`src/rtl/cpu_pkg.sv`:
```
// cpu_pkg: shared constants and types for the CPU pipeline.
//   NOP_INSTR          - instruction word placed in IF/ID when it holds no valid op
//   WORD_BYTES         - byte stride between consecutive instruction words
//   DEFAULT_RESET_PC   - default PC after reset
//   DEFAULT_IMEM_WORDS - default instruction memory depth in words
//   ifid_t             - contents of the IF/ID pipeline register
package cpu_pkg;

   localparam logic [31:0] NOP_INSTR          = 32'h0000_0000;
   localparam logic [31:0] WORD_BYTES         = 32'd4;
   localparam logic [31:0] DEFAULT_RESET_PC   = 32'h0000_0000;
   localparam int          DEFAULT_IMEM_WORDS = 32;

   typedef struct packed {
      logic [31:0] instr;
      logic [31:0] pc_plus4;
      logic        valid;
   } ifid_t;

endpackage

```
`src/rtl/pc_register.sv`:
```
// pc_register: program counter with reset > redirect > stall > increment
// priority.
//   clk_i           - rising-edge clock
//   rst_i           - synchronous active-high reset, loads RESET_PC
//   stall_i         - hold the PC
//   redirect_i      - load the redirect target
//   redirect_word_i - redirect target word address (byte address [31:2])
//   pc_o            - current PC (straight from the flop)
//   pc_plus4_o      - PC + 4, wrapping modulo 2^32
module pc_register
   import cpu_pkg::*;
#(
   parameter logic [31:0] RESET_PC = DEFAULT_RESET_PC
) (
   input  logic        clk_i,
   input  logic        rst_i,
   input  logic        stall_i,
   input  logic        redirect_i,
   input  logic [29:0] redirect_word_i,
   output logic [31:0] pc_o,
   output logic [31:0] pc_plus4_o
);

   logic [31:0] pc_q, pc_d;

   // 32-bit adder, carry out dropped so 0xFFFF_FFFC wraps to 0.
   assign pc_plus4_o = pc_q + WORD_BYTES;

   always_comb begin
      pc_d = pc_q;
      if (redirect_i)
         pc_d = {redirect_word_i, 2'b00};
      else if (!stall_i)
         pc_d = pc_plus4_o;
   end

   always_ff @(posedge clk_i) begin
      if (rst_i)
         pc_q <= RESET_PC;
      else
         pc_q <= pc_d;
   end

   assign pc_o = pc_q;

endmodule

```
`src/rtl/fetch_stage.sv`:
```
// fetch_stage: instruction fetch. Drives the word-addressed instruction memory
// from the PC, latches the returned word into the IF/ID register, flags
// illegal fetch addresses (sticky) and counts delivered instructions.
//   clk_i, rst_i      - clock, synchronous active-high reset
//   stall_i           - hold PC, IF/ID and counter
//   redirect_i        - flush IF/ID and jump to redirect_pc_i
//   redirect_pc_i     - redirect byte target (low bits ignored, misalignment flagged)
//   pc_addr_o         - fetch byte address, registered
//   instr_i           - combinational instruction memory data for pc_addr_o
//   ifid_instr_o      - latched instruction (0 when not valid)
//   ifid_pc_plus4_o   - latched PC+4
//   ifid_valid_o      - IF/ID holds a real instruction
//   fetch_cnt_o       - count of valid instructions delivered (wraps)
//   addr_err_o        - sticky illegal fetch / misaligned redirect flag
module fetch_stage
   import cpu_pkg::*;
#(
   parameter logic [31:0] RESET_PC   = DEFAULT_RESET_PC,
   parameter int          IMEM_WORDS = DEFAULT_IMEM_WORDS
) (
   input  logic        clk_i,
   input  logic        rst_i,
   input  logic        stall_i,
   input  logic        redirect_i,
   input  logic [31:0] redirect_pc_i,
   output logic [31:0] pc_addr_o,
   input  logic [31:0] instr_i,
   output logic [31:0] ifid_instr_o,
   output logic [31:0] ifid_pc_plus4_o,
   output logic        ifid_valid_o,
   output logic [31:0] fetch_cnt_o,
   output logic        addr_err_o
);

   localparam logic [29:0] IMEM_LIMIT = 30'(IMEM_WORDS);

   logic [31:0] pc, pc_plus4;
   logic        in_range;

   ifid_t       ifid_q, ifid_d;
   logic [31:0] fetch_cnt_q, fetch_cnt_d;
   logic        addr_err_q, addr_err_d;

   pc_register #(
      .RESET_PC(RESET_PC)
   ) u_pc (
      .clk_i           (clk_i),
      .rst_i           (rst_i),
      .stall_i         (stall_i),
      .redirect_i      (redirect_i),
      .redirect_word_i (redirect_pc_i[31:2]),
      .pc_o            (pc),
      .pc_plus4_o      (pc_plus4)
   );

   // Word index compare; the byte offset of the PC is always zero.
   assign in_range = (pc[31:2] < IMEM_LIMIT);

   always_comb begin
      ifid_d      = ifid_q;
      fetch_cnt_d = fetch_cnt_q;
      addr_err_d  = addr_err_q;
      if (redirect_i) begin
         // Whatever was fetched this cycle is on the wrong path: flush it.
         ifid_d = '{instr: NOP_INSTR, pc_plus4: 32'h0, valid: 1'b0};
         if (redirect_pc_i[1:0] != 2'b00)
            addr_err_d = 1'b1;
      end else if (!stall_i) begin
         if (in_range) begin
            ifid_d      = '{instr: instr_i, pc_plus4: pc_plus4, valid: 1'b1};
            fetch_cnt_d = fetch_cnt_q + 32'd1;
         end else begin
            // Keep pc_plus4 so the PC trail stays visible, but deliver a bubble.
            ifid_d     = '{instr: NOP_INSTR, pc_plus4: pc_plus4, valid: 1'b0};
            addr_err_d = 1'b1;
         end
      end
   end

   always_ff @(posedge clk_i) begin
      if (rst_i) begin
         ifid_q      <= '{instr: NOP_INSTR, pc_plus4: 32'h0, valid: 1'b0};
         fetch_cnt_q <= 32'h0;
         addr_err_q  <= 1'b0;
      end else begin
         ifid_q      <= ifid_d;
         fetch_cnt_q <= fetch_cnt_d;
         addr_err_q  <= addr_err_d;
      end
   end

   assign pc_addr_o       = pc;
   assign ifid_instr_o    = ifid_q.instr;
   assign ifid_pc_plus4_o = ifid_q.pc_plus4;
   assign ifid_valid_o    = ifid_q.valid;
   assign fetch_cnt_o     = fetch_cnt_q;
   assign addr_err_o      = addr_err_q;

endmodule

```
`config.mk`:
```
export PLATFORM = sky130hd
export DESIGN_NAME = fetch_stage
export DESIGN_NICKNAME = d
export VERILOG_FILES = /design/src/rtl/cpu_pkg.sv /design/src/rtl/pc_register.sv /design/src/rtl/fetch_stage.sv
export SDC_FILE = /design/constraint.sdc
export NUM_CORES = 1
export LEC_CHECK = 0
export ABC_AREA = 1
export CORE_ASPECT_RATIO = 1.2
export CORE_UTILIZATION = 51
export CTS_BUF_LIST = sky130_fd_sc_hd__clkbuf_16
export CTS_CLUSTER_DIAMETER = 200
export DETAILED_ROUTE_END_ITERATION = 7
export GPL_TIMING_DRIVEN = 0
export PLACE_DENSITY = 0.86
export SETUP_SLACK_MARGIN = 0.15
export SYNTH_ARGS = -nofsm -noshare
export SYNTH_HDL_FRONTEND = slang
export SYNTH_SLANG_ARGS = --single-unit
```
`constraint.sdc`:
```
create_clock -name clk_i -period 4 [get_ports clk_i]
set_input_delay 0.6 -clock clk_i [delete_from_list [all_inputs] [get_ports clk_i]]
set_output_delay 0.6 -clock clk_i [all_outputs]
set_load 0.02 [all_outputs]
```
==> reports/qor.csv, run 1 <==
stage;metric;value;unit
finish;fillCellCount;996;
synthesis;synth_area_per_cell;6.24;µm²
timing;setup_viol;0;
placed_design;dp_hpwl;16800;µm
synthesis;synth_area;6470;µm²
synthesis;synthXorXnorAreaFrac;2.57;%
die;initial_core_util;53.0;%
worst_setup_path;crit_path_end_kind;primary output;
die;rows;44;
worst_setup_path;r2r_end;u_pc.pc_o[16];
grt;antenna_found_initial;0;
synthesis;seq_area_frac_synth;39.0;%
routing;num_vias;7492;
worst_setup_path;cp.arrival;1.72;ns
timing;tightest_slew;0.587;ns
finish;multiInputGateArea;3450;µm²
synthesis;ys_types;28;
timing;min_period_over_period;58.1;%
timing;final_max_slew_viol_count;0;
clock_network;htree_levels;4;
job;maxCapViolCount;0;
clock_network;cts_setup_buffers;0;
placed_design;portBuffers;190;
timing;hold_violations;0;
timing;max_freq;0.431;GHz
timing;rsz0062_at_grt;false;
worst_setup_path;startpoint_type;flip-flop;
synthesis;synth_compound_area_share;8.76;%
finish;diodes;0;
worst_setup_path;slowest_delay;0.70;ns
synthesis;synth-simple-area-share;41.4;%
timing;fin_ws;1.68;ns
power;p_leak;0.00359;µW
worst_setup_path;rr_startpoint;u_pc.pc_o[2];
grt;grt_use_total;34.1;%
power;peakVddDrop;0.258;mV
grt;grt_pass1_wl;35400;µm
status;outcome;finished, final reports clean;
worst_setup_path;r2r_cells;8;
worst_setup_path;crit_type;reg2out;
die;die_y;125;µm
grt;met3_usage;8.39;%
worst_setup_path;crit_required;3.40;ns
worst_setup_path;crit_cells;1;
synthesis;ys_seq_elements;126;
routing;avgRoutedWirePerCell;15.5;µm
die;io_pins;198;
worst_setup_path;cpMaxStageDelayCell;clkdlybuf4s50_1;
grt;top_usage_layer;met2;
routing;wirelength;22100;µm
clock_network;clock_sinks;126;
clock_network;numCtsBuffers;17;
worst_setup_path;ff2ff_setup_slack;1.68;ns
worst_setup_path;critPathBufInv;1;
clock_network;holdBufCountCts;0;
clock_network;cts_tree;built;
grt;grt_max_degree;17;
synthesis;synth_mux_area_share;0;%
grt;grt_pass1_vias;7159;
worst_setup_path;crit_start;u_pc.pc_o[2];
clock_network;postCtsResizedCells;0;
timing;timing.slew.headroom;60.9;%
routing;dr.pass1.iters;6;
synthesis;netlist_instances;1037;
die;fp.dieArea;13200;µm²
grt;grt_use_met2;58.2;%
finish;drive_gt1_share;5.94;%
finish;area_growth;41.3;%
synthesis;yosys.area_share.adder;0.387;%
min_path;hp-class;reg2reg;
routing;drc;0;
finish;seq_area;2520;µm²
placed_design;gp_congestion;0.948;
finish;nets;1319;
synthesis;synth_top_family_by_area;simple AND/OR/NAND/NOR gates;
timing;finClkSkew;0.00881;ns
worst_setup_path;path_cells;clkdlybuf4s50_1;
placed_design;dp_slack;1.78;ns
clock_network;ctsRootBufferMaster;clkbuf_16;
timing;period_minus_slack;2.32;ns
timing;fin_setup_tns;0;ns
worst_setup_path;crit_family;buffers and inverters;
grt;grt_overflow_total;0;
die;coreArea;12200;µm²
die;die-width;105;µm
worst_setup_path;cp-endpoint;pc_addr_o[2];
placed_design;placed_area;8590;µm²
routing;vias_per_cell;5.26;
routing;drtIter0Drc;568;
power;pwr_density_cell;341;nW/µm²
routing;antenna_left;0;
synthesis;yosysWarnings;0;
clock_network;clock_latency;0.42;ns
worst_setup_path;path_max_fanout;8;
grt;use_met1;39.2;%
clock_network;clockBufferDepth;2;
finish;finalInstanceArea;9150;µm²
clock_network;clk_pin_slew_worst_paths;0.06;ns
[cell type report]
cell class | count | share of cell area (%)
Buffer | 41 | 2.78
Clock buffer | 17 | 4.65
Clock inverter | 15 | 1.49
Inverter | 67 | 2.78
Multi-Input combinational cell | 806 | 37.8
Sequential cell | 126 | 27.6
Tap cell | 161 | 2.20
Timing Repair Buffer | 190 | 20.8
[cell usage after synthesis]
| master | n | share of area, % |
|---|---|---|
| nand4_1 | 1 | 0.097 |
| nand2_2 | 2 | 0.19 |
| xnor2_1 | 4 | 0.54 |
| buf_6 | 7 | 1.2 |
| nor2_2 | 6 | 0.58 |
| buf_1 | 3 | 0.17 |
| conb_1 | 1 | 0.058 |
| inv_4 | 1 | 0.097 |
| nand3b_1 | 1 | 0.12 |
| clkbuf_1 | 11 | 0.64 |
| nand2_4 | 1 | 0.17 |
| nor2_4 | 4 | 0.70 |
| o21ai_0 | 63 | 4.9 |
| a22o_1 | 2 | 0.27 |
| buf_2 | 11 | 0.85 |
| a21oi_1 | 42 | 3.2 |
| nor3_2 | 1 | 0.15 |
| buf_4 | 9 | 1.0 |
| inv_1 | 63 | 3.7 |
| a32oi_1 | 1 | 0.14 |
| xor2_1 | 15 | 2.0 |
| nand3_1 | 77 | 6.0 |
| inv_2 | 3 | 0.17 |
| nor2_1 | 112 | 6.5 |
| nand2_1 | 465 | 27 |
| ha_1 | 2 | 0.39 |
| dfxtp_1 | 126 | 39 |
| o21ai_1 | 3 | 0.23 |
[registers in the layout, indices dropped and copies added, names as in the netlist]
signal / flops
ifid_pc_plus4_o: 30
fetch_cnt_o: 32
u_pc.pc_o: 30
ifid_instr_o: 32
addr_err_o: 1
ifid_valid_o: 1
[per-stage QoR]
step	hold slack [ns]	utilization (%)	cells	total power, µW
floorplan	0.522	-	1040	1500
finish	0.448	74.9	1423	3120
global route	0.468	74.9	1423	3220
detailed placement	0.440	70.3	1391	1660
global placement	0.437	70.3	1391	1660
CTS	0.452	74.9	1423	3130
[cell usage in the layout (no fill, tap or decap), types with 2 or more instances in the layout]
cell / netlist / layout
nor2_4: 4 / 4
nand2_1: 465 / 465
clkbuf_1: 11 / 11
nand3_1: 77 / 77
clkbuf_16: 0 / 17
nor2_2: 6 / 6
ha_1: 2 / 2
a21oi_1: 42 / 42
nor2_1: 112 / 112
a22o_1: 2 / 2
buf_2: 11 / 11
buf_4: 9 / 9
nand2_2: 2 / 2
inv_2: 3 / 3
o21ai_0: 63 / 63
xnor2_1: 4 / 4
conb_1: 1 / 4
dfxtp_1: 126 / 126
o21ai_1: 3 / 3
inv_6: 0 / 4
clkdlybuf4s50_1: 0 / 190
inv_1: 63 / 64
xor2_1: 15 / 15
buf_6: 7 / 7
clkinvlp_4: 0 / 4
clkinv_4: 0 / 2
buf_1: 3 / 3
[how the worst min path moves through the flow]
stage / startpoint / endpoint / slack, ns / cells after the start
after floorplan: ifid_pc_plus4_o[4] / ifid_pc_plus4_o[4] / 0.52 / 2
after global placement: ifid_instr_o[7] / ifid_instr_o[7] / 0.44 / 2
after detailed placement: ifid_pc_plus4_o[16] / ifid_pc_plus4_o[16] / 0.44 / 2
after CTS: ifid_pc_plus4_o[25] / ifid_pc_plus4_o[25] / 0.45 / 2
after global routing: ifid_pc_plus4_o[26] / ifid_pc_plus4_o[26] / 0.47 / 2
final: ifid_pc_plus4_o[25] / ifid_pc_plus4_o[25] / 0.45 / 2
[per-layer routing]
layer / up-vias / part of all wire (%)
met1: 3361 / 39
met3: 75 / 8.3
met2: 393 / 48
li1: 3663 / -
met5: - / 0
met4: 0 / 4.4
[where the power goes]
part / switching (µW) / total [µW] / internal, µW
logic: 174 / 322 / 148
registers: 40.2 / 1320 / 1280
clock network: 619 / 1480 / 861
[logic make-up (layout without fill, tap and decap cells)]
group           after synthesis  in the layout
compound gates              111            111
xor+xnor                     19             19
fa+ha+maj                     2              2
buf+inv                     108            330
flops                       126            126
other cells                   1              4
simple gates                670            670
(Power assumes the default switching activity.)
==> inputs of run 2 (changes only) <==
- CORE_UTILIZATION: 51 -> 43
- PLACE_DENSITY: 0.86 -> 0.77
- clock period: 4 -> 2 ns (I/O delays scaled with it)
==> run 2 against run 1 <==
  * Sequential cell count unchanged
  * Sequential share of layout area fell by 0.58 points
  * Design area rose by 2.4%
  * Critical endpoint is now fetch_cnt_o[10]
  * Sequential power grew 100%
  * Die area grew 18%
  * Clock power increased by 120%
  * Utilization is 10 points lower
  * Clock skew increased by 0.0040 ns
  * Wire length shrank 1.9%
  * Non-clock buffer count grew 2
  * Worst setup slack got worse by 1.5 ns
==> reports/qor.csv, run 2 (synthesis gave the netlist of run 1 again) <==
stage;metric;value;unit;change
finish;multiInputGateArea;3490;µm²;+1.2%
timing;period_minus_slack;1.83;ns;
grt;grt_use_total;28.1;%;-6.1 points
power;seq_power_share;40.3;%;-2.0 points
die;rows;48;;+9.1%
finish;area_growth;44.8;%;
power;switching_share;24.8;%;-1.9 points
finish;final_common_cell;nand2_1;;
die;die_y;136;µm;+8.8%
worst_setup_path;crit_cells;1;;unchanged
power;p_leak;0.00411;µW;+15%
timing;setup_viol;0;;unchanged
worst_setup_path;path_cells;clkdlybuf4s50_1;;
clock_network;ctsRootBufferMaster;clkbuf_16;;
routing;wirelength;21700;µm;-1.9%
finish;drive_gt1_share;6.72;%;+0.78 points
placed_design;portBuffers;190;;unchanged
timing;tightest_slew;0.639;ns;+0.0517 ns
die;coreArea;14500;µm²;+19%
finish;utilization;64.5;%;-10 points
finish;nets;1321;;+0.15%
grt;antenna_found_initial;0;;unchanged
worst_setup_path;crit_required;1.70;ns;-1.70 ns
routing;drc;0;;unchanged
power;peakVddDrop;0.514;mV;+99%
worst_setup_path;crit_family;buffers and inverters;;
worst_setup_path;cpMaxStageDelayCell;clkdlybuf4s50_1;;
routing;dr.pass1.iters;5;;-1
power;power;6570;µW;+110%
timing;final_max_slew_viol_count;0;;unchanged
worst_setup_path;crit_type;reg2out;;
routing;antenna_left;0;;unchanged
finish;fillCellCount;1390;;+40%
routing;avgRoutedWirePerCell;14.8;µm;-4.7%
worst_setup_path;critPathBufInv;1;;unchanged
clock_network;clock_sinks;126;;unchanged
timing;timing.slew.headroom;57.4;%;-3.4 points
power;intPower;4940;µW;+120%
power;pwr_density_cell;701;nW/µm²;+110%
grt;grt_pass1_wl;33800;µm;-4.6%
min_path;hp-class;in2reg;;
clock_network;clockBufferDepth;2;;unchanged
worst_setup_path;crit_start;fetch_cnt_o[10];;
worst_setup_path;startpoint_type;flip-flop;;
timing;fin_setup_tns;0;ns;unchanged
routing;vias_per_cell;4.99;;-5.3%
placed_design;gp_congestion;0.966;;+1.9%
clock_network;cts_tree;built;;
worst_setup_path;crit_path_end_kind;primary output;;
finish;diodes;0;;unchanged
clock_network;numCtsBuffers;17;;unchanged
timing;max_freq;0.548;GHz;
worst_setup_path;r2r_end;ifid_pc_plus4_o[16];;
die;initial_core_util;44.5;%;-8.4 points
grt;grt_max_degree;17;;unchanged
worst_setup_path;cp-endpoint;fetch_cnt_o[10];;
timing;holdWs;0.168;ns;-0.280 ns
power;clock_power_share;50.0;%;+2.6 points
worst_setup_path;slowest_delay;0.65;ns;-0.05 ns
finish;layout_common_cells;465 x nand2_1, 155 x clkdlybuf4s50_1, 123 x dfxtp_1, 110 x nor2_1, 77 x nand3_1;;
clock_network;holdBufCountCts;0;;unchanged
die;fp.dieArea;15600;µm²;+18%
timing;finClkSkew;0.0128;ns;+0.00400 ns
worst_setup_path;ff2ff_setup_slack;0.25;ns;-1.43 ns
job;maxCapViolCount;0;;unchanged
die;die-width;114;µm;+8.7%
clock_network;clk_pin_slew_worst_paths;0.06;ns;about the same
timing;min_period_over_period;91.3;%;
clock_network;htree_levels;4;;unchanged
grt;grt_overflow_total;0;;unchanged
routing;num_vias;7302;;-2.5%
timing;hold_violations;0;;unchanged
power;combPwrFrac;9.7;%;-0.6 points
worst_setup_path;path_max_fanout;6;;-2
worst_setup_path;cp.arrival;1.53;ns;-0.19 ns
placed_design;placed_area;8640;µm²;+0.57%
die;io_pins;198;;unchanged
finish;seq_area;2530;µm²;+0.25%
timing;rsz0062_at_grt;true;;
clock_network;clock_latency;0.43;ns;about the same
finish;finalInstanceArea;9370;µm²;+2.4%
status;outcome;finished, final reports clean;;
placed_design;dp_hpwl;16400;µm;-2.5%
routing;drtIter0Drc;436;;-23%
power;p_sw;1630;µW;+96%
worst_setup_path;r2r_cells;8;;unchanged
worst_setup_path;rr_startpoint;u_pc.pc_o[2];;
grt;grt_pass1_vias;6666;;-6.9%
==> run 2: cell types whose count changed in the layout (fill, tap and decap cells not counted), moves of 3 or more <==
cell	before	now
bufinv_16	1	4
clkdlybuf4s50_1	190	155
dfxtp_1	126	123
dlygate4sd2_1	0	10
dlymetal6s2s_1	0	25
inv_6	4	0
==> run 2: metal layers <==
metal / GRT usage (%) / part of all wire, % / vias to the layer above
li1: - / - / 3672
met1: 32.8 / 40 / 3279
met2: 46.9 / 48 / 302
met3: 8.02 / 8.1 / 49
met4: 13.8 / 3.2 / 0
met5: 0 / 0 / -
==> run 2: area by class of cell <==
type                            count  area share, %
Inverter                           67           2.71
Buffer                             41           2.71
Clock inverter                     15           2.11
Multi-Input combinational cell    806           37.3
Tap cell                          200           2.67
Sequential cell                   126           27.0
Clock buffer                       17           4.54
Timing Repair Buffer              192           21.0
==> run 2: stage by stage <==
stage | cells | setup WS [ns]
floorplan | 1040 | 0.338
global placement | 1430 | -0.197
detailed placement | 1430 | -0.245
CTS | 1462 | 0.0979
global route | 1464 | 0.133
finish | 1464 | 0.174
==> run 2: worst min-delay path, cell delays in order <==
cell and delay [ns]:
buf_6 0.13, nand2_1 0.06, a21oi_1 0.05
==> run 2: worst min-delay path by stage <==
stage	startpoint	endpoint	slack, ns	cells after the start
2_1_floorplan	instr_i[29]	ifid_instr_o[29]	0.45	2
3_3_place_gp	ifid_instr_o[18]	ifid_instr_o[18]	0.44	2
3_5_place_dp	ifid_pc_plus4_o[20]	ifid_pc_plus4_o[20]	0.44	2
4_1_cts	stall_i	ifid_instr_o[3]	0.16	3
5_1_grt	stall_i	ifid_instr_o[0]	0.17	3
6_report	stall_i	ifid_instr_o[3]	0.17	3
==> run 2: what timing repair did <==
item	in CTS	in global routing
resized for setup	19	29
pin swaps	0	1
setup buffers	0	2
setup endpoints to repair	32	41
==> run 2: power groups by stage <==
stage	Clock, µW	Combinational, µW	Sequential [µW]
detailed placement	0	636	2690
global placement	0	630	2690
global route	3440	689	2650
floorplan	0	256	2740
CTS	3310	636	2640
finish	3290	636	2640
==> inputs of run 3 (changes only) <==
- MAX_ROUTING_LAYER: not set -> met4
==> run 3 against run 2 <==
  * Clock power up 4%
  * Register-to-register slack got worse by 0.04 ns
  * Global-route usage rose by 1.6 points
  * Combinational power barely moved
  * Critical path depth stayed put
  * First-iteration DRC count increased by 24%
  * Largest cell class unchanged
==> reports/qor.csv, run 3 (synthesis gave the netlist of run 1 again) <==
stage;metric;value;unit;change
status;outcome;finished, final reports clean;;
min_path;whs_path_depth;3;;unchanged
routing;dr.pass1.iters;5;;unchanged
placed_design;placed_cells;1430;;unchanged
power;p_leak;0.00402;µW;-2.0%
worst_setup_path;path_cells;clkdlybuf4s50_1;;
worst_setup_path;crit_type;reg2out;;
clock_network;clock_latency;0.42;ns;about the same
timing;period_minus_slack;1.82;ns;-0.00370 ns
finish;seq_area;2530;µm²;about the same
worst_setup_path;r2r_cells;8;;unchanged
clock_network;cts_tree;built;;
clock_network;ctsRootBufferMaster;clkbuf_16;;
finish;finalInstanceArea;9370;µm²;about the same
routing;num_vias;7306;;+0.055%
die;rows;48;;unchanged
placed_design;gp_congestion;0.966;;about the same
timing;finClkSkew;0.00870;ns;-0.00411 ns
grt;grt_use_total;29.6;%;+1.6 points
timing;final_max_slew_viol_count;0;;unchanged
power;pwr_density_cell;714;nW/µm²;+1.9%
clock_network;numCtsBuffers;17;;unchanged
worst_setup_path;path_max_fanout;6;;unchanged
grt;antenna_found_initial;0;;unchanged
grt;grt_pass1_wl;34500;µm;+2.2%
worst_setup_path;critPathBufInv;1;;unchanged
power;power;6700;µW;+2.0%
timing;tightest_slew;0.617;ns;-0.0218 ns
grt;grt_overflow_total;0;;unchanged
timing;hold_violations;0;;unchanged
routing;antenna_left;0;;unchanged
power;peakVddDrop;0.486;mV;-5.4%
placed_design;dp_hpwl;16400;µm;about the same
clock_network;clk_pin_slew_worst_paths;0.06;ns;about the same
finish;final_common_cell;nand2_1;;
die;coreArea;14500;µm²;unchanged
clock_network;clockBufferDepth;2;;unchanged
worst_setup_path;crit_required;1.70;ns;about the same
job;maxCapViolCount;0;;unchanged
worst_setup_path;cpMaxStageDelayCell;clkdlybuf4s50_1;;
finish;diodes;0;;unchanged
die;die_y;136;µm;unchanged
min_path;hp-class;in2reg;;
finish;fillCellCount;1382;;-0.58%
clock_network;htree_levels;4;;unchanged
grt;top_usage_layer;met2;;
routing;drc;0;;unchanged
placed_design;dp_slack;-0.209;ns;+0.0355 ns
die;initial_core_util;44.5;%;unchanged
worst_setup_path;startpoint_type;flip-flop;;
die;io_pins;198;;unchanged
worst_setup_path;rr_startpoint;u_pc.pc_o[2];;
finish;fin_cells;1464;;unchanged
worst_setup_path;crit_family;buffers and inverters;;
grt;use_met1;34.5;%;+1.7 points
finish;area_growth;44.8;%;about the same
worst_setup_path;ff2ff_setup_slack;0.21;ns;-0.04 ns
timing;max_freq;0.549;GHz;+0.20%
timing;rsz0062_at_grt;false;;
worst_setup_path;r2r_end;u_pc.pc_o[16];;
worst_setup_path;crit_path_end_kind;primary output;;
finish;layout_common_cells;465 x nand2_1, 159 x clkdlybuf4s50_1, 122 x dfxtp_1, 110 x nor2_1, 77 x nand3_1;;
routing;avgRoutedWirePerCell;14.9;µm;+0.59%
min_path;min_from;stall_i;;
grt;grt_max_degree;17;;unchanged
finish;drive_gt1_share;6.80;%;+0.079 points
die;die-width;114;µm;unchanged
timing;setup_viol;0;;unchanged
clock_network;clock_sinks;126;;unchanged
routing;wirelength;21800;µm;+0.59%
finish;nets;1321;;unchanged
die;fp.dieArea;15600;µm²;unchanged
timing;fin_ws;0.177;ns;+0.00370 ns
grt;met3_usage;6.64;%;-1.4 points
timing;min_period_over_period;91.1;%;-0.19 points
worst_setup_path;cp.arrival;1.52;ns;about the same
finish;multiInputGateArea;3490;µm²;unchanged
grt;grt_use_met2;47.7;%;+0.81 points
routing;vias_per_cell;4.99;;about the same
placed_design;placed_area;8640;µm²;unchanged
routing;drtIter0Drc;540;;+24%
placed_design;portBuffers;190;;unchanged
min_path;min_to;ifid_instr_o[4];;
grt;grt_pass1_vias;6847;;+2.7%
timing;timing.slew.headroom;58.9;%;+1.5 points
worst_setup_path;slowest_delay;0.66;ns;about the same
-- run 3: changes by cell type in the layout (fill, tap and decap cells not counted), moves of 3 or more --
| cell | change |
|---|---|
| clkdlybuf4s50_1 | +4 |
| clkinv_1 | +3 |
| clkinvlp_4 | -3 |
| dlymetal6s2s_1 | -6 |
| inv_6 | +4 |
-- run 3: worst max-delay path by stage --
stage,start,to,slack [ns],cells after the start
floorplan,fetch_cnt_o[0],fetch_cnt_o[28],0.34,10
global route,u_pc.pc_o[2],ifid_pc_plus4_o[16],0.15,8
detailed placement,u_pc.pc_o[2],u_pc.pc_o[16],-0.21,8
CTS,u_pc.pc_o[3],pc_addr_o[3],0.15,1
global placement,u_pc.pc_o[2],ifid_pc_plus4_o[16],-0.21,8
finish,fetch_cnt_o[21],fetch_cnt_o[21],0.18,1
-- run 3: report_power, final --
group	leakage (µW)	total, µW	internal (µW)	switching (µW)
clock	0.000315	3410	2210	1200
combinational	0.00269	635	289	347
sequential	0.00102	2640	2560	80.0
total	0.00402	6700	5060	1630
-- run 3: area by class of cell --
type	instances	area share, %
plain buffers	41	2.72
clock buffers	17	4.54
inverters	67	2.71
clock inverters	15	2.30
repair buffers	192	20.8
well taps	200	2.67
multi-input cells	806	37.3
flip-flops and latches	126	27.0
-- run 3: repair_timing --
item | in CTS | in global routing
gates resized for setup | 21 | 27
pin swaps | 0 | 1
hold buffers | 0 | 0
setup endpoints to repair | 35 | 42
buffers inserted | 0 | 2
-- run 3: layer usage --
| metal | part of all wire (%) | vias up |
|---|---|---|
| met5 | 0 | - |
| met4 | 3.4 | 0 |
| met3 | 7.2 | 58 |
| met2 | 49 | 317 |
| met1 | 40 | 3253 |
| li1 | - | 3678 |
-- run 3: worst reg2reg max path, cell delays in order, from the launching register on --
cell     delay, ns
dfxtp_4       0.43
ha_4          0.20
nand3_1       0.19
nor2_4        0.19
inv_1         0.10
nor2_1        0.20
xor2_1        0.20
nand3_1       0.15
nand2_1       0.08
-- run 3: metrics by stage --
| stage | TNS (ns) | hold slack (ns) | util (%) |
|---|---|---|---|
| 3_3_place_gp | -0.541 | 0.437 | 59.4 |
| 3_5_place_dp | -0.506 | 0.441 | 59.4 |
| 5_1_grt | 0 | 0.164 | 64.5 |
| 2_1_floorplan | 0 | 0.451 | - |
| 4_1_cts | 0 | 0.155 | 64.0 |
| 6_report | 0 | 0.172 | 64.5 |
